File: config.mk
export PLATFORM = sky130hd
export DESIGN_NAME = race_timer
export DESIGN_NICKNAME = d
export VERILOG_FILES = /design/src/rtl/race_timer_pkg.sv /design/src/rtl/race_timer_frame_tick_gen.sv /design/src/rtl/race_timer.sv
export SDC_FILE = /design/constraint.sdc
export NUM_CORES = 1
export LEC_CHECK = 0
export CORE_ASPECT_RATIO = 0.9
export CORE_MARGIN = 2
export CORE_UTILIZATION = 58
export DETAILED_ROUTE_END_ITERATION = 6
export PLACE_DENSITY_LB_ADDON = 0.05
export SYNTH_ARGS = -nofsm -noshare
export SYNTH_HDL_FRONTEND = slang
export SYNTH_SLANG_ARGS = --single-unit
File: constraint.sdc
create_clock -name pclk -period 4.5 [get_ports pclk]
set_clock_uncertainty 0.05 [all_clocks]
set_input_delay 0.675 -clock pclk [delete_from_list [all_inputs] [get_ports pclk]]
set_output_delay 0.675 -clock pclk [all_outputs]
set_load 0.02 [all_outputs]
File: src/rtl/race_timer_pkg.sv
// Shared types and defaults for the DeathRace frame-based race clock.
// Optional BCD outputs of race_timer are enabled by defining RACE_TIMER_BCD_EN.
package race_timer_pkg;

    typedef enum logic [1:0] {
        IDLE      = 2'd0,
        COUNTDOWN = 2'd1,
        RUN       = 2'd2,
        EXPIRED   = 2'd3
    } race_state_e;

    localparam int DEF_FRAME_RATE        = 60;
    localparam int DEF_RACE_SECONDS      = 90;
    localparam int DEF_COUNTDOWN_SECONDS = 3;
    localparam int SEC_W                 = 8;

    // Counter width that stays legal when the divider ratio is 1.
    function automatic int cnt_width(input int n);
        return (n > 1) ? $clog2(n) : 1;
    endfunction

endpackage

File: src/rtl/race_timer_frame_tick_gen.sv
// Vsync rising-edge detector and FRAME_RATE divider producing a one-cycle
// sec_tick on the frame edge that completes an enabled second.
module frame_tick_gen
    import race_timer_pkg::*;
#(
    parameter int FRAME_RATE = DEF_FRAME_RATE
) (
    input  logic pclk,
    input  logic rst,
    input  logic vsync_in,
    input  logic enable,
    input  logic clear,
    output logic sec_tick
);

    localparam int CNT_W = cnt_width(FRAME_RATE);
    localparam logic [CNT_W-1:0] LAST = CNT_W'(FRAME_RATE - 1);

    logic             vs_q;
    logic [CNT_W-1:0] frame_cnt_q;
    logic             frame_edge;

    assign frame_edge = vsync_in & ~vs_q;
    // Edges arriving while disabled (paused or outside a race) are dropped.
    assign sec_tick   = frame_edge & enable & (frame_cnt_q == LAST);

    always_ff @(posedge pclk or negedge rst) begin
        if (!rst) begin
            vs_q        <= 1'b0;
            frame_cnt_q <= '0;
        end else begin
            vs_q <= vsync_in;
            if (clear) begin
                frame_cnt_q <= '0;
            end else if (frame_edge && enable) begin
                frame_cnt_q <= (frame_cnt_q == LAST) ? '0 : frame_cnt_q + 1'b1;
            end
        end
    end

endmodule

File: src/rtl/race_timer.sv
// Race clock: pre-race countdown, race countdown and timeout level for the
// master FSM. Define RACE_TIMER_BCD_EN to add BCD copies of seconds_left.
module race_timer
    import race_timer_pkg::*;
#(
    parameter int FRAME_RATE        = DEF_FRAME_RATE,
    parameter int RACE_SECONDS      = DEF_RACE_SECONDS,
    parameter int COUNTDOWN_SECONDS = DEF_COUNTDOWN_SECONDS
) (
    input  logic             pclk,
    input  logic             rst,
    input  logic             vsync_in,
    input  logic             start,
    input  logic             pause,
    output logic [SEC_W-1:0] seconds_left,
    output logic [1:0]       countdown,
    output logic             race_active,
    output logic             time_out,
    output logic             tick_1hz,
    output race_state_e      state_dbg
`ifdef RACE_TIMER_BCD_EN
    ,
    output logic [3:0]       secs_tens,
    output logic [3:0]       secs_ones
`endif
);

    localparam logic [SEC_W-1:0] RACE_LOAD = SEC_W'(RACE_SECONDS);
    localparam logic [1:0]       CD_LOAD   = 2'(COUNTDOWN_SECONDS);

    race_state_e      state_q;
    logic [SEC_W-1:0] seconds_left_q;
    logic [1:0]       countdown_q;
    logic             race_active_q;
    logic             time_out_q;
    logic             tick_q;
    logic             start_q;
    logic             start_rise;
    logic             sec_tick;
    logic             tick_enable;
    logic             tick_clear;

    assign start_rise  = start & ~start_q;
    assign tick_enable = ((state_q == COUNTDOWN) || (state_q == RUN)) & ~pause;
    assign tick_clear  = (state_q == IDLE) & start_rise;

    frame_tick_gen #(
        .FRAME_RATE(FRAME_RATE)
    ) u_tick (
        .pclk     (pclk),
        .rst      (rst),
        .vsync_in (vsync_in),
        .enable   (tick_enable),
        .clear    (tick_clear),
        .sec_tick (sec_tick)
    );

    always_ff @(posedge pclk or negedge rst) begin
        if (!rst) begin
            state_q        <= IDLE;
            seconds_left_q <= RACE_LOAD;
            countdown_q    <= 2'd0;
            race_active_q  <= 1'b0;
            time_out_q     <= 1'b0;
            tick_q         <= 1'b0;
            start_q        <= 1'b0;
        end else begin
            tick_q  <= sec_tick;
            start_q <= start;
            if (state_q == IDLE) begin
                seconds_left_q <= RACE_LOAD;
                countdown_q    <= 2'd0;
                race_active_q  <= 1'b0;
                time_out_q     <= 1'b0;
                if (start_rise) begin
                    state_q     <= COUNTDOWN;
                    countdown_q <= CD_LOAD;
                end
            end else if (!start) begin
                // Abort outranks a coincident second tick.
                state_q        <= IDLE;
                seconds_left_q <= RACE_LOAD;
                countdown_q    <= 2'd0;
                race_active_q  <= 1'b0;
                time_out_q     <= 1'b0;
            end else begin
                case (state_q)
                    COUNTDOWN: begin
                        if (sec_tick) begin
                            if (countdown_q == 2'd1) begin
                                countdown_q   <= 2'd0;
                                state_q       <= RUN;
                                race_active_q <= 1'b1;
                            end else begin
                                countdown_q <= countdown_q - 2'd1;
                            end
                        end
                    end
                    RUN: begin
                        if (sec_tick) begin
                            if (seconds_left_q == SEC_W'(1)) begin
                                seconds_left_q <= '0;
                                state_q        <= EXPIRED;
                                race_active_q  <= 1'b0;
                                time_out_q     <= 1'b1;
                            end else if (seconds_left_q != '0) begin
                                seconds_left_q <= seconds_left_q - SEC_W'(1);
                            end
                        end
                    end
                    default: begin
                        seconds_left_q <= '0;
                        time_out_q     <= 1'b1;
                    end
                endcase
            end
        end
    end

    assign seconds_left = seconds_left_q;
    assign countdown    = countdown_q;
    assign race_active  = race_active_q;
    assign time_out     = time_out_q;
    assign tick_1hz     = tick_q;
    assign state_dbg    = state_q;

`ifdef RACE_TIMER_BCD_EN
    localparam logic [3:0] TENS_LOAD = 4'(RACE_SECONDS / 10);
    localparam logic [3:0] ONES_LOAD = 4'(RACE_SECONDS % 10);

    logic [3:0] tens_q;
    logic [3:0] ones_q;

    // Follows exactly the same load/decrement events as seconds_left_q.
    always_ff @(posedge pclk or negedge rst) begin
        if (!rst) begin
            tens_q <= TENS_LOAD;
            ones_q <= ONES_LOAD;
        end else if ((state_q == IDLE) || !start) begin
            tens_q <= TENS_LOAD;
            ones_q <= ONES_LOAD;
        end else if (state_q == EXPIRED) begin
            tens_q <= 4'd0;
            ones_q <= 4'd0;
        end else if ((state_q == RUN) && sec_tick && (seconds_left_q != '0)) begin
            if (seconds_left_q == SEC_W'(1)) begin
                tens_q <= 4'd0;
                ones_q <= 4'd0;
            end else if (ones_q == 4'd0) begin
                ones_q <= 4'd9;
                tens_q <= tens_q - 4'd1;
            end else begin
                ones_q <= ones_q - 4'd1;
            end
        end
    end

    assign secs_tens = tens_q;
    assign secs_ones = ones_q;
`endif

endmodule

==> flow_metrics.tcl, run 1 <==
set metrics [dict create \
    startpoint_type "register" \
    worstPathArrival_ns 2.89 \
    clk_path_buf_depth 2 \
    drc 0 \
    finalCritPeriodShare_pct 59.2 \
    synth_top_area_cell "dfrtp_1" \
    reg2reg_depth 6 \
    dpl.cell_count 189 \
    leakage_uw 0.000681 \
    drt_pass1_iterations 4 \
    synth_nets 162 \
    fillers 194 \
    status "completed" \
    critPathKind "register to register" \
    wirelength_um 3300 \
    yosysWarnings 0 \
    cpMaxStageDelayCell "nor4_2" \
    antenna_left 0 \
    final_cells 193 \
    cts_max_level 1 \
    cts_root_buffer "clkbuf_4" \
    diodes 0 \
    die_x_um 57.4 \
    max-slew-margin-rel_pct 32.4 \
    p_seq_share_pct 39.6 \
    startpoint "state_dbg[0]" \
    core_um2 2450 \
    rr_startpoint "state_dbg[0]" \
    required_ns 4.73 \
    clkTransAtPathRegs_ns 0.14 \
    syn-cell-area_um2 1490 \
    grt_use_total_pct 24.9 \
    die_y_um 52.0 \
    final_max_slew_viol_count 0 \
    cts_tree "done" \
    grt_pass1_wl_um 5700 \
    port_buffers 19 \
    cap_violations 0 \
    initial_core_util_pct 60.8 \
    yosysSeqAreaShare_pct 39.1 \
    num_io_pins 20 \
    cts.sinks 23 \
    switching_share_pct 39.2 \
    grt_pass1_vias 1228 \
    fin_nets 180 \
    cp_num_cells 6 \
    setup_viol 0 \
    p_int_uw 477 \
    cp_top_family "simple AND/OR/NAND/NOR gates" \
    pwr-share-clk_pct 13.0 \
    synth_area_leaders "dfrtp_1, ha_1, dfstp_2" \
    grt_max_degree 24 \
    antenna_found_initial 0 \
    pre_cts_slack_ns 1.52 \
    rows 17 \
    die_area_um2 2980 \
    gp_congestion 0.801 \
    crit_chain "inv_1, ha_1, nand4bb_1, nor4_2, o21a_4, mux2_4" \
    hold_violations 0 \
    hpwl_um 2420 \
    setup_tns_ns 0 \
    synth_top_cell_area_share_pct 32.0 \
    hold_buffers 0 \
    crit_path_end_kind "register" \
    final_layout_size_suffix_gt1_share_pct 12.1 \
    path_max_fanout 10 \
    pwr_density_cell_nw_per_um2 464 \
    dr.first_iter.drc_count 73 \
    yosys.cell_types.count 49 \
    syn_area_per_cell_um2 10.0 \
    layout_min_cycle_time_ns 2.66 \
    holdPathStages 1 \
    post_cts_buffers 0 \
    vias 1266 \
    tightest_slew_ns 1.01 \
    synth-seq-cells 23 \
    wire_per_inst_um 17.1 \
    min_path_type "register to register" \
    switchingPower_uw 307 \
    cts_buffers 3 \
    syn2layout_area_growth_pct 13.6 \
    crit_path_max_incr_delay_ns 0.81 \
    critPathBufInv 1 \
    combPwrFrac_pct 47.4 \
    via_per_inst 6.56 \
    hold_start "time_out" \
    setup_slack_ns 1.84 \
    rsz0062_at_grt "false" \
    synthCells 148 \
    fmax_mhz 376 \
    ir_worst_vdd_uv 439 \
    clk_latency_ns 0.33 \
    post_cts_resized 0 \
    overflow 0 \
]
stage by stage:
stage | utilization, % | total power, uW | cell area [um^2] | hold WS, ns
finish | 69.0 | 784 | 1690 | 0.472
detailed placement | 67.9 | 683 | 1660 | 0.449
global route | 69.0 | 834 | 1690 | 0.490
CTS | 69.0 | 786 | 1690 | 0.478
floorplan | - | 555 | 1490 | 0.329
global placement | 67.9 | 668 | 1660 | 0.443
Yosys cell counts (all sizes together):
master,instances
dfrtp,19
o21ai,11
ha,9
nand2,8
a21oi,7
inv,7
nor2,7
a22o,5
clkbuf,4
dfstp,4
mux2,4
mux2i,4
nand3,4
nor4,4
o211ai,4
o31ai,4
or3,4
or3b,4
o21a,3
or4,3
nand2b,2
nand3b,2
nand4,2
nand4bb,2
nor3,2
o21bai,2
o22ai,2
a211oi,1
a2bb2oi,1
a311oi,1
a32o,1
and2b,1
and3,1
buf,1
clkdlybuf4s15,1
nor2b,1
nor3b,1
nor4bb,1
o22a,1
o2bb2ai,1
o31a,1
o41ai,1
registers in the layout (all words and copies together) (netlist names):
signal	flops
seconds_left	8
tick_1hz	1
countdown	2
u_tick.vs_q	1
race_active	1
start_q	1
u_tick.frame_cnt_q	6
time_out	1
state_dbg	2
cell type report:
class / instances / area [um^2] / area share [%]
multi-input cells: 112 / 830 / 49.1
flip-flops and latches: 23 / 581 / 34.4
repair buffers: 19 / 190 / 11.3
well taps: 28 / 35.0 / 2.08
clock buffers: 4 / 26.3 / 1.56
inverters: 7 / 26.3 / 1.56
final timing paths:
check | end | slack [ns]
setup reg to reg | seconds_left[1] | 1.84
hold reg to reg | time_out | 0.47
min in group asynchronous | seconds_left[7] | 0.83
setup / recovery | seconds_left[1] | 1.84
max in group asynchronous | u_tick.frame_cnt_q[3] | 2.95
hold / removal | time_out | 0.47
power groups by stage:
stage               combinational [uW]  clock, uW  sequential [uW]
floorplan                          205          0              351
detailed placement                 369          0              314
global route                       406        107              321
global placement                   356          0              311
CTS                                372        105              309
finish                             372        102              311
layer usage:
layer	vias to the layer above	track usage, %	wire length (um)
li1	595	-	-
met1	613	33.8	1520
met2	51	40.2	1610
met3	7	5.22	143
met4	0	6.98	29
met5	-	0	0
placed cells by master, fill, tap and decap left out, types with 2 or more instances in the layout:
master and instances:
or4_1 2, o211ai_1 4, dfstp_2 4, o21ai_0 10, or3b_2 4, nand3b_1 2, a22o_1 5, o22ai_1 2
nand4bb_1 2, nand4_1 2, mux2_2 3, nor3_1 2, nand2b_1 2, ha_1 9, nand3_1 4, o31ai_1 4
o21a_1 2, nand2_1 8, o21bai_1 2, mux2i_1 4, dfrtp_1 19, a21oi_1 7, or3_1 3, nor4_1 3
clkbuf_4 3, inv_1 7, clkdlybuf4s50_1 19, nor2_1 7
cell families (layout without fill, tap and decap cells):
group | Yosys count | after routing | synth area share (%)
muxes | 8 | 8 | 5.98
buffers and inverters | 13 | 30 | 5.14
adders and majority gates | 9 | 9 | 7.58
AOI/OAI and AO/OA | 46 | 46 | 21.6
and+or+nand+nor | 49 | 49 | 20.6
DFF | 23 | 23 | 39.1
Power figures use the tool's default switching activity.
==> inputs of run 2 (changes only) <==
Settings changed: CORE_UTILIZATION 58 to 54.
Clock period 4.5 ns to 2.5 ns, I/O delays scaled along.
==> run 2 against run 1 <==
Flip-flop and latch count unchanged; clock-buffer cell count stayed put; critical path type unchanged; cell count grew 6.7%; worst setup slack got worse by 1.7 ns; clock power rose by 73%; first-iteration DRC count decreased by 49%; die area up 6.9%; hold slack got worse by 0.14 ns; sequential share of layout area shrank 1.7 points.
==> flow_metrics.tcl, run 2 (synthesis gave the netlist of run 1 again) <==
set metrics [dict create \
    wire_per_inst_um 16.0 \
    final_cell_mix "dfrtp_1, clkdlybuf4s50_1, buf_4" \
    port_buffers 19 \
    ir_worst_vdd_uv 524 \
    pwr_density_cell_nw_per_um2 803 \
    core_um2 2680 \
    grt_pass1_wl_um 5360 \
    syn2layout_area_growth_pct 19.3 \
    leakage_uw 0.000735 \
    hold_buffers 0 \
    die_y_um 53.8 \
    rows 18 \
    wirelength_um 3300 \
    grt_pass1_vias 1192 \
    required_ns 2.70 \
    die_x_um 59.3 \
    hold_violations 0 \
    post_cts_buffers 0 \
    num_io_pins 20 \
    via_per_inst 6.31 \
    largest_reg_flops 8 \
    ff2ff_setup_slack_ns 0.15 \
    antenna_found_initial 0 \
    dr.first_iter.drc_count 37 \
    gp_congestion 0.855 \
    cp_top_family "simple AND/OR/NAND/NOR gates" \
    hpwl_um 2540 \
    clk_path_buf_depth 2 \
    drc 0 \
    crit_chain "inv_1, ha_1, or3b_2, or4_4, o21a_4, mux2_4" \
    fmax_mhz 425 \
    fin_util_pct 66.2 \
    grt_max_degree 14 \
    crit_path_max_incr_delay_ns 0.53 \
    cap_violations 0 \
    vias 1300 \
    drt_pass1_iterations 4 \
    final_max_slew_viol_count 0 \
    clkTransAtPathRegs_ns 0.12 \
    rsz0062_at_grt "false" \
    overflow 0 \
    status "completed" \
    cts_root_buffer "clkbuf_4" \
    cpMaxStageDelayCell "or4_4" \
    layout_min_cycle_time_ns 2.35 \
    worstPathArrival_ns 2.56 \
    grt_use_total_pct 22.7 \
    die_area_um2 3190 \
    cts_buffers 3 \
    critPathBufInv 1 \
    fin_nets 191 \
    final_layout_size_suffix_gt1_share_pct 17.6 \
    critPathKind "register to register" \
    antenna_left 0 \
    cts.sinks 23 \
    min_path_type "input port to asynchronous set/reset pin" \
    post_cts_resized 0 \
    finalCritPeriodShare_pct 94.1 \
    initial_core_util_pct 55.5 \
    setup_viol 0 \
    max-slew-margin-rel_pct 66.4 \
    cts_max_level 1 \
    path_max_fanout 5 \
    setup_tns_ns 0 \
    tightest_slew_ns 0.503 \
    clk_latency_ns 0.31 \
    crit_path_end_kind "register" \
    diodes 0 \
    startpoint_type "register" \
    cts_tree "done" \
]
[run 2: cell count changes in the layout (fill, tap and decap cells not counted)]
cell and change:
buf_4 +11
[run 2: power breakdown]
group | switching [uW] | internal [uW]
clock | 114 | 62.4
sequential | 85.2 | 471
combinational | 345 | 345
total | 544 | 879
[run 2: area by class of cell]
cell class | count | area [um^2]
fillers | 247 | 907
multi-input cells | 112 | 830
flip-flops and latches | 23 | 581
repair buffers | 30 | 273
well taps | 30 | 37.5
clock buffers | 4 | 26.3
inverters | 7 | 26.3
[run 2: per-stage QoR]
stage          worst slack (ns)  hold slack, ns  instance area, um^2  instances  total power [uW]
2_1_floorplan             0.202          0.0294                 1490        148              1000
3_3_place_gp              0.192           0.442                 1750        202              1240
3_5_place_dp              0.174           0.457                 1750        202              1250
4_1_cts                   0.150           0.344                 1770        206              1430
5_1_grt                  0.0530           0.351                 1770        206              1520
6_report                  0.148           0.334                 1770        206              1420
[run 2: per-layer routing]
layer | share of wire (%) | GRT usage, % | vias up
met5 | 0 | 0 | -
met4 | 1.9 | 7.95 | 0
met3 | 3.8 | 2.88 | 11
met2 | 49 | 39.0 | 40
met1 | 45 | 29.4 | 626
li1 | - | - | 623
[run 2: worst paths after layout]
| path | from | to | cells after the start |
|---|---|---|---|
| min | rst | seconds_left[2] | 1 |
| min reg2reg | race_active | race_active | 1 |
| min in group pclk | race_active | race_active | 1 |
| max reg2reg | seconds_left[0] | seconds_left[1] | 6 |
| max | seconds_left[0] | seconds_left[1] | 6 |
| max in group asynchronous | rst | u_tick.frame_cnt_q[0] | 2 |
[run 2: worst reg2reg max path: cells and delay by family, from the launching register on]
kind | cells | cell delay, ns
buffers and inverters | 1 | 0.14
AO/OA/AOI/OAI | 1 | 0.17
adder cells (fa/ha/maj) | 1 | 0.22
AND/OR/NAND/NOR | 2 | 0.98
multiplexers | 1 | 0.29
flip-flops | 1 | 0.45
==> inputs of run 3 (changes only) <==
Settings changed: CORE_ASPECT_RATIO 0.9 to unset.
==> run 3 against run 2 <==
Sequential share of layout area is essentially flat; worst setup slack gained 0.021 ns; register-to-register slack gained 0.02 ns; global-route usage shrank 1.1 points; fmax grew 0.92%; critical path depth is the same; core utilization shrank 0.11 points; design area is essentially flat.
==> flow_metrics.tcl, run 3 (synthesis gave the netlist of run 1 again) <==
set metrics [dict create \
    cp_top_family "simple AND/OR/NAND/NOR gates" \
    setup_tns_ns 0 \
    largest_reg_flops 8 \
    grt_use_total_pct 21.6 \
    antenna_left 0 \
    critPathBufInv 1 \
    grt_pass1_wl_um 5380 \
    required_ns 2.71 \
    wire_per_inst_um 15.8 \
    tightest_slew_ns 0.528 \
    dr.first_iter.drc_count 40 \
    grt_pass1_vias 1225 \
    cts_buffers 3 \
    cts_max_level 1 \
    setup_slack_ns 0.170 \
    crit_path_end_kind "register" \
    grt_max_degree 13 \
    leakage_uw 0.000735 \
    fmax_mhz 429 \
    wirelength_um 3270 \
    finalPower_uw 1420 \
    cap_violations 0 \
    syn2layout_area_growth_pct 19.4 \
    fin_nets 191 \
    fillers 233 \
    final_max_slew_viol_count 0 \
    crit_chain "inv_1, ha_1, or3b_2, or4_4, o21a_4, mux2_4" \
    die_area_um2 3190 \
    cts_root_buffer "clkbuf_4" \
    antenna_found_initial 0 \
    path_max_fanout 5 \
    pwr_density_cell_nw_per_um2 801 \
    startpoint "seconds_left[0]" \
    die_x_um 56.5 \
    initial_core_util_pct 55.3 \
    cp_num_cells 6 \
    post_cts_buffers 0 \
    final_cell_mix "dfrtp_1, clkdlybuf4s50_1, buf_4" \
    ir_worst_vdd_uv 725 \
    post_cts_resized 0 \
    pre_cts_slack_ns 0.214 \
    layout_min_cycle_time_ns 2.33 \
    via_per_inst 6.20 \
    hold_violations 0 \
    cpMaxStageDelayCell "or4_4" \
    worstPathArrival_ns 2.54 \
    hold_buffers 0 \
    gp_congestion 0.846 \
    vias 1283 \
    finalCritPeriodShare_pct 93.2 \
    clk_path_buf_depth 2 \
    drc 0 \
    overflow 0 \
    startpoint_type "register" \
    final_layout_size_suffix_gt1_share_pct 17.6 \
    dpl-instance-area_um2 1750 \
    rows 19 \
    diodes 0 \
    die_y_um 56.5 \
    clk_latency_ns 0.31 \
    min_path_type "input port to asynchronous set/reset pin" \
    hpwl_um 2540 \
    num_io_pins 20 \
    rr_startpoint "seconds_left[0]" \
    core_um2 2690 \
    max-slew-margin-rel_pct 64.7 \
    cts.sinks 23 \
    reg2reg_depth 6 \
    crit_path_max_incr_delay_ns 0.52 \
    drt_pass1_iterations 4 \
    rsz0062_at_grt "false" \
    clkTransAtPathRegs_ns 0.13 \
    status "completed" \
    cts_tree "done" \
    setup_viol 0 \
    port_buffers 19 \
    critPathKind "register to register" \
    finalInstanceArea_um2 1770 \
]
[run 3: metal layers]
layer	GRT usage (%)	wire length (um)
met1	26.5	1480
met2	37.0	1650
met3	3.23	125
met4	9.86	17
met5	0	0
[run 3: where the power goes]
part	switching, uW	leakage [uW]	internal, uW
Combinational	341	0.000423	346
Clock	113	0.0000150	62.3
Sequential	88.8	0.000298	472
[run 3: per-stage QoR]
step | util (%) | instances | hold WS, ns
3_3_place_gp | 65.1 | 203 | 0.442
6_report | 66.0 | 207 | 0.344
2_1_floorplan | - | 148 | 0.0294
5_1_grt | 66.0 | 207 | 0.372
4_1_cts | 66.0 | 207 | 0.349
3_5_place_dp | 65.1 | 203 | 0.451
[run 3: worst paths after layout]
path	endpoint	slack (ns)
setup / recovery	seconds_left[1]	0.17
hold / removal	tick_1hz	0.34
setup reg to reg	seconds_left[1]	0.17
hold reg to reg	time_out	0.48
max in group asynchronous	seconds_left[4]	1.41
min in group pclk	time_out	0.48
[run 3: layout make-up]
cell class                      count  area [um^2]  share of cell area (%)
Tap cell                           31         38.8                    2.19
Clock buffer                        4         26.3                    1.48
Sequential cell                    23          581                    32.7
Inverter                            7         26.3                    1.48
Timing Repair Buffer               30          273                    15.4
Multi-Input combinational cell    112          830                    46.8
